### src/rtl/wfg_stim_mem.sv
// wfg_stim_mem: memory-backed stimulus source for the SPI drive stage.
// Walks an address window of a synchronous single-port SRAM, scales each
// word by an unsigned 8.8 gain and presents the result as an AXI-Stream master.
//
// Ports:
//   wb_clk_i, wb_rst_i       clock, asynchronous active-high reset
//   ctrl_en_q_i              stimulus enable (deassert = abort)
//   cfg_start_q_i/end/inc    address window (end inclusive, inc 0 acts as 1)
//   gain_val_q_i             unsigned 8.8 gain, 0x0100 = unity
//   mem_csb_o/addr_o/dout_i  SRAM read port (data one cycle after csb low)
//   wfg_stim_mem_t*          AXI-Stream master (tvalid/tready/tdata/tlast)
module wfg_stim_mem #(
  parameter int unsigned AXIS_DATA_WIDTH = 32,
  parameter int unsigned MEM_ADDR_WIDTH  = 16
) (
  input  logic                       wb_clk_i,
  input  logic                       wb_rst_i,
  input  logic                       ctrl_en_q_i,
  input  logic [MEM_ADDR_WIDTH-1:0]  cfg_start_q_i,
  input  logic [MEM_ADDR_WIDTH-1:0]  cfg_end_q_i,
  input  logic [7:0]                 cfg_inc_q_i,
  input  logic [15:0]                gain_val_q_i,
  output logic                       mem_csb_o,
  output logic [MEM_ADDR_WIDTH-1:0]  mem_addr_o,
  input  logic [AXIS_DATA_WIDTH-1:0] mem_dout_i,
  output logic                       wfg_stim_mem_tvalid_o,
  input  logic                       wfg_stim_mem_tready_i,
  output logic [AXIS_DATA_WIDTH-1:0] wfg_stim_mem_tdata_o,
  output logic                       wfg_stim_mem_tlast_o
);

  localparam int unsigned DW = AXIS_DATA_WIDTH;
  localparam int unsigned AW = MEM_ADDR_WIDTH;

  logic          en_q;
  logic [AW-1:0] ptr;
  logic          rd_vld;
  logic          rd_last;
  logic [DW-1:0] fifo_data [2];
  logic [1:0]    fifo_last;
  logic          wr_idx;
  logic          rd_idx;
  logic [1:0]    count;

  logic          rise;
  logic          pop;
  logic [2:0]    occ_net;
  logic          issue;
  logic [7:0]    inc_eff;
  logic [AW:0]   next_sum;
  logic          wrap;
  logic [DW+15:0] product;
  logic [DW-1:0] scaled;
  logic          unused_product;

  assign rise = ctrl_en_q_i & ~en_q;
  assign pop  = (count != 2'd0) & wfg_stim_mem_tready_i;

  // Credit includes the beat leaving this cycle so a steady tready sustains
  // one beat per cycle while buffered + in-flight never exceeds two.
  assign occ_net = {1'b0, count} + {2'b0, rd_vld} - {2'b0, pop};
  assign issue   = !wb_rst_i && ctrl_en_q_i && en_q && (occ_net < 3'd2);

  assign inc_eff  = (cfg_inc_q_i == 8'd0) ? 8'd1 : cfg_inc_q_i;
  assign next_sum = {1'b0, ptr} + {{(AW-7){1'b0}}, inc_eff};
  // ptr >= end also covers a degenerate window (start > end): stay at start.
  assign wrap     = (ptr >= cfg_end_q_i) || (next_sum > {1'b0, cfg_end_q_i});

  assign product = {16'b0, mem_dout_i} * {{DW{1'b0}}, gain_val_q_i};
  assign scaled  = product[DW+7:8];
  assign unused_product = ^{product[DW+15:DW+8], product[7:0]};

  assign mem_csb_o  = ~issue;
  assign mem_addr_o = issue ? ptr : '0;

  assign wfg_stim_mem_tvalid_o = (count != 2'd0);
  assign wfg_stim_mem_tdata_o  = fifo_data[rd_idx];
  assign wfg_stim_mem_tlast_o  = fifo_last[rd_idx];

  always_ff @(posedge wb_clk_i or posedge wb_rst_i) begin
    if (wb_rst_i) begin
      en_q         <= 1'b0;
      ptr          <= '0;
      rd_vld       <= 1'b0;
      rd_last      <= 1'b0;
      fifo_data[0] <= '0;
      fifo_data[1] <= '0;
      fifo_last    <= 2'b00;
      wr_idx       <= 1'b0;
      rd_idx       <= 1'b0;
      count        <= 2'd0;
    end else begin
      en_q <= ctrl_en_q_i;
      if (!ctrl_en_q_i) begin
        // Abort: drop buffered beats and any read still in flight.
        rd_vld  <= 1'b0;
        rd_last <= 1'b0;
        wr_idx  <= 1'b0;
        rd_idx  <= 1'b0;
        count   <= 2'd0;
      end else begin
        if (rise) begin
          ptr <= cfg_start_q_i;
        end else if (issue) begin
          ptr <= wrap ? cfg_start_q_i : next_sum[AW-1:0];
        end
        rd_vld  <= issue;
        rd_last <= issue & wrap;
        if (rd_vld) begin
          fifo_data[wr_idx] <= scaled;
          fifo_last[wr_idx] <= rd_last;
          wr_idx            <= ~wr_idx;
        end
        if (pop) begin
          rd_idx <= ~rd_idx;
        end
        count <= count + {1'b0, rd_vld} - {1'b0, pop};
      end
    end
  end

endmodule

### config.mk
export PLATFORM = sky130hd
export DESIGN_NAME = wfg_stim_mem
export DESIGN_NICKNAME = d
export VERILOG_FILES = /design/src/rtl/wfg_stim_mem.sv
export SDC_FILE = /design/constraint.sdc
export NUM_CORES = 1
export LEC_CHECK = 0
export ABC_AREA = 1
export BUFFER_PORTS_ARGS = -buffer_cell sky130_fd_sc_hd__buf_2
export CAP_MARGIN = 20
export CORE_MARGIN = 10
export CORE_UTILIZATION = 60
export DETAILED_ROUTE_END_ITERATION = 6
export PLACE_DENSITY = 0.79
export SYNTH_ARGS = -nofsm -noshare
export SYNTH_HDL_FRONTEND = slang
export SYNTH_SLANG_ARGS = --single-unit
### constraint.sdc
create_clock -name wb_clk_i -period 3.5 [get_ports wb_clk_i]
set_input_delay 0.525 -clock wb_clk_i [delete_from_list [all_inputs] [get_ports wb_clk_i]]
set_output_delay 0.525 -clock wb_clk_i [all_outputs]
set_load 0.1 [all_outputs]
==> flow_summary.toml <==
[synthesis]
async_reset_ff_frac = 1.00
yosysTopAreaCell = "fa_1"
synth_cell_types = 45
synth-edff-count = 0
synth-seq-area-share = 0.106
synth_nets = 3491
syn_area_mm2 = 0.0211
avgSynthCellArea_um2 = 7.31
yosysMostFrequentCell = "nand2_1"
synthTopCellsByCount = "877 x nand2_1, 795 x inv_1, 393 x fa_1"
synthCells = 2882
synth_area_leaders = "fa_1 37%, nand2_1 16%, inv_1 14%"
synth_flop_cell = "dfrtp_1"
synth.ff_latch_count = 89
yosys_warnings = 0
synth_top_area_share = 0.373

[routing]
vias = 22300
ant_nets = 0
drt_first_iter_violations = 2947
wl_per_cell_um = 22.9
wl_um = 86600
drtPass1Iterations = 6
via_per_inst = 5.89
drcViolationCount = 0

[clock_tree]
worstSkewPairLatency_ns = 0.36
cts_hold_buffers = 0
cts_root_buf = "clkbuf_16"
cts_tree = "built"
htreeDepth = 3
cts.sinks = 89
cts_made_buffers = 9
clkTransAtPathRegs_ns = 0.07
clk_path_buf_depth = 2

[setup_path]
critPathBufInv = 7
cp.required_ns = 3.70
startpoint = "gain_val_q_i[3]"
slowest_stage = "fa_1"
path_max_fanout = 5
crit_path_start_kind = "input pin"
slowest_delay_ns = 0.77
critPathCaptureType = "flop"
critPathArrivalTime_ns = 6.44
crit_path_cell_trace = "buf_16, buf_4, nand2_1, fa_1, fa_1, fa_1, fa_1, inv_1, fa_1, inv_1, fa_1, inv_2, ha_4, a21oi_4, nor2_2, nor2_2, buf_4, o21ai_4, buf_6, a21oi_4, nand3_2, nand3_1, o21ai_0"
cpLargestDelayFamily = "adder cells"
crit_top_cell = "fa_1"
r2r_start = "ptr[7]"
critPathKind = "in2reg"
reg2reg_slack_ns = 0.03

[floorplan]
rows = 68
ios = 143
core_mm2 = 0.0346
die_h_um = 207
die_w_um = 207
initial_core_util = 0.609
dieArea_mm2 = 0.0430

[grt]
overflow = 0
antenna_found_initial = 6
grt_max_degree = 48
grt_pass1_wl_um = 109000
grt_pass1_vias = 22200
track_usage = 0.307

[timing]
period_share = 1.78
worstMarginPinSlew_ns = 0.979
clock.fmax_mhz = 160
hold_viol_final = 0
slew_violations = 0
post-route-min-period_ns = 6.24
clock_skew_ns = 0.00839
timing.slew.headroom = 0.347
setup_viol = 76
setup_tns_ns = -146.93
fin_ws_ns = -2.74
rsz0062_at_grt = "yes"

[finish]
multi_input_area_mm2 = 0.0182
final_area_mm2 = 0.0297
final_cells = 3788
nFillCells = 1724
seq_area_mm2 = 0.00223
drive_gt1_frac = 0.347
diodes = 0
area_growth_pct = 41.0
layout.nets = 3937

[place]
place_inst = 3677
port_buffers = 142
postPlaceCellArea_mm2 = 0.0255
gp_congestion = 1.01
dp_hpwl_um = 52200

[job]
maxCapViolCount = 0

[outcome]
outcome = "finished, violations left"
violations = "setup timing"

[hold_path]
hp-class = "in2async"
path summary, 6_finish.rpt:
kind | cells past startpoint | endpoint
min in group wb_clk_i | 1 | en_q
max | 23 | fifo_data[49]
max reg2reg | 19 | ptr[11]
min reg2reg | 2 | fifo_data[20]
min | 2 | rd_vld
max in group asynchronous | 3 | fifo_data[5]
cells in the final DEF (no fill, tap or decap), types with 15 or more instances in the layout:
| cell type | synthesis | final |
|---|---|---|
| a21oi_1 | 57 | 27 |
| a21oi_2 | 1 | 16 |
| a21oi_4 | 0 | 15 |
| buf_12 | 0 | 40 |
| buf_2 | 5 | 81 |
| buf_4 | 1 | 320 |
| buf_6 | 1 | 87 |
| buf_8 | 0 | 19 |
| clkbuf_16 | 0 | 21 |
| dfrtp_1 | 89 | 89 |
| fa_1 | 393 | 363 |
| fa_2 | 0 | 30 |
| ha_1 | 124 | 84 |
| ha_4 | 0 | 38 |
| inv_1 | 795 | 683 |
| inv_2 | 0 | 103 |
| nand2_1 | 877 | 717 |
| nand2_2 | 3 | 113 |
| nand2_4 | 1 | 46 |
| nand3_1 | 94 | 49 |
| nand3_2 | 3 | 40 |
| nand4_1 | 32 | 32 |
| nor2_1 | 83 | 20 |
| nor2_2 | 2 | 15 |
| nor2_4 | 0 | 50 |
| o21ai_0 | 67 | 29 |
| o21ai_1 | 3 | 22 |
| xor2_1 | 25 | 19 |
worst register-to-register path, cell delays in order (launching register included):
cell	delay, ns
dfrtp_1	0.43
ha_1	0.37
nand2_1	0.07
nor3_1	0.26
nand3_1	0.18
nand3_1	0.17
xor2_1	0.23
inv_1	0.07
ha_1	0.32
nand2_1	0.09
nor2_1	0.05
a211oi_2	0.20
nor2_1	0.08
nor2_2	0.12
nand3_2	0.09
nand2_4	0.16
nand3_4	0.20
nand2_2	0.15
nand3_2	0.08
nand2_2	0.09
metrics by stage:
| stage | setup slack (ns) | hold slack (ns) | utilization |
|---|---|---|---|
| 6_report | -2.74 | 0.205 | 0.858 |
| 2_1_floorplan | -1.95 | 0.442 | - |
| 3_5_place_dp | -2.74 | 0.459 | 0.737 |
| 4_1_cts | -1.93 | 0.201 | 0.795 |
| 3_3_place_gp | -2.64 | 0.457 | 0.736 |
| 5_1_grt | -2.88 | 0.224 | 0.858 |
sequential cells by signal, indices dropped and copies added (netlist names):
| signal | cells |
|---|---|
| rd_idx | 1 |
| ptr | 16 |
| count | 2 |
| fifo_data | 64 |
| rd_last | 1 |
| wr_idx | 1 |
| rd_vld | 1 |
| en_q | 1 |
| fifo_last | 2 |
layer usage:
metal / part of all wire / up-vias / track usage / wire length [um]
li1: - / 9191 / - / -
met1: 0.32 / 10700 / 0.355 / 27500
met2: 0.47 / 1744 / 0.554 / 41000
met3: 0.12 / 679 / 0.0400 / 10600
met4: 0.086 / 6 / 0.139 / 7480
met5: 0.00039 / - / 0 / 34
cells by family (layout without fill, tap and decap cells):
kind of cell | after synthesis | after routing | share of synthesized area
compound gates | 172 | 172 | 0.0459
xor+xnor | 35 | 35 | 0.0145
fa+ha+maj | 517 | 517 | 0.447
buf+inv | 930 | 1380 | 0.166
flops | 89 | 89 | 0.106
simple gates | 1139 | 1140 | 0.220
final cells by class:
class,instances,share of cell area
flip-flops and latches,89,0.0750
inverters,797,0.102
repair buffers,567,0.182
well taps,455,0.0192
clock buffers,9,0.00758
clock inverters,7,0.00206
multi-input cells,1864,0.613
timing repair:
item | CTS | global route
setup endpoints to repair | 96 | 97
pin swaps | 130 | 199
cloned | 3 | 12
resized for setup | 397 | 410
endpoints found under the hold margin | 0 | 0
setup buffers | 46 | 54
Power is not shown: default switching activity piles up to over one toggle a cycle in this logic, so the estimate is an artifact.
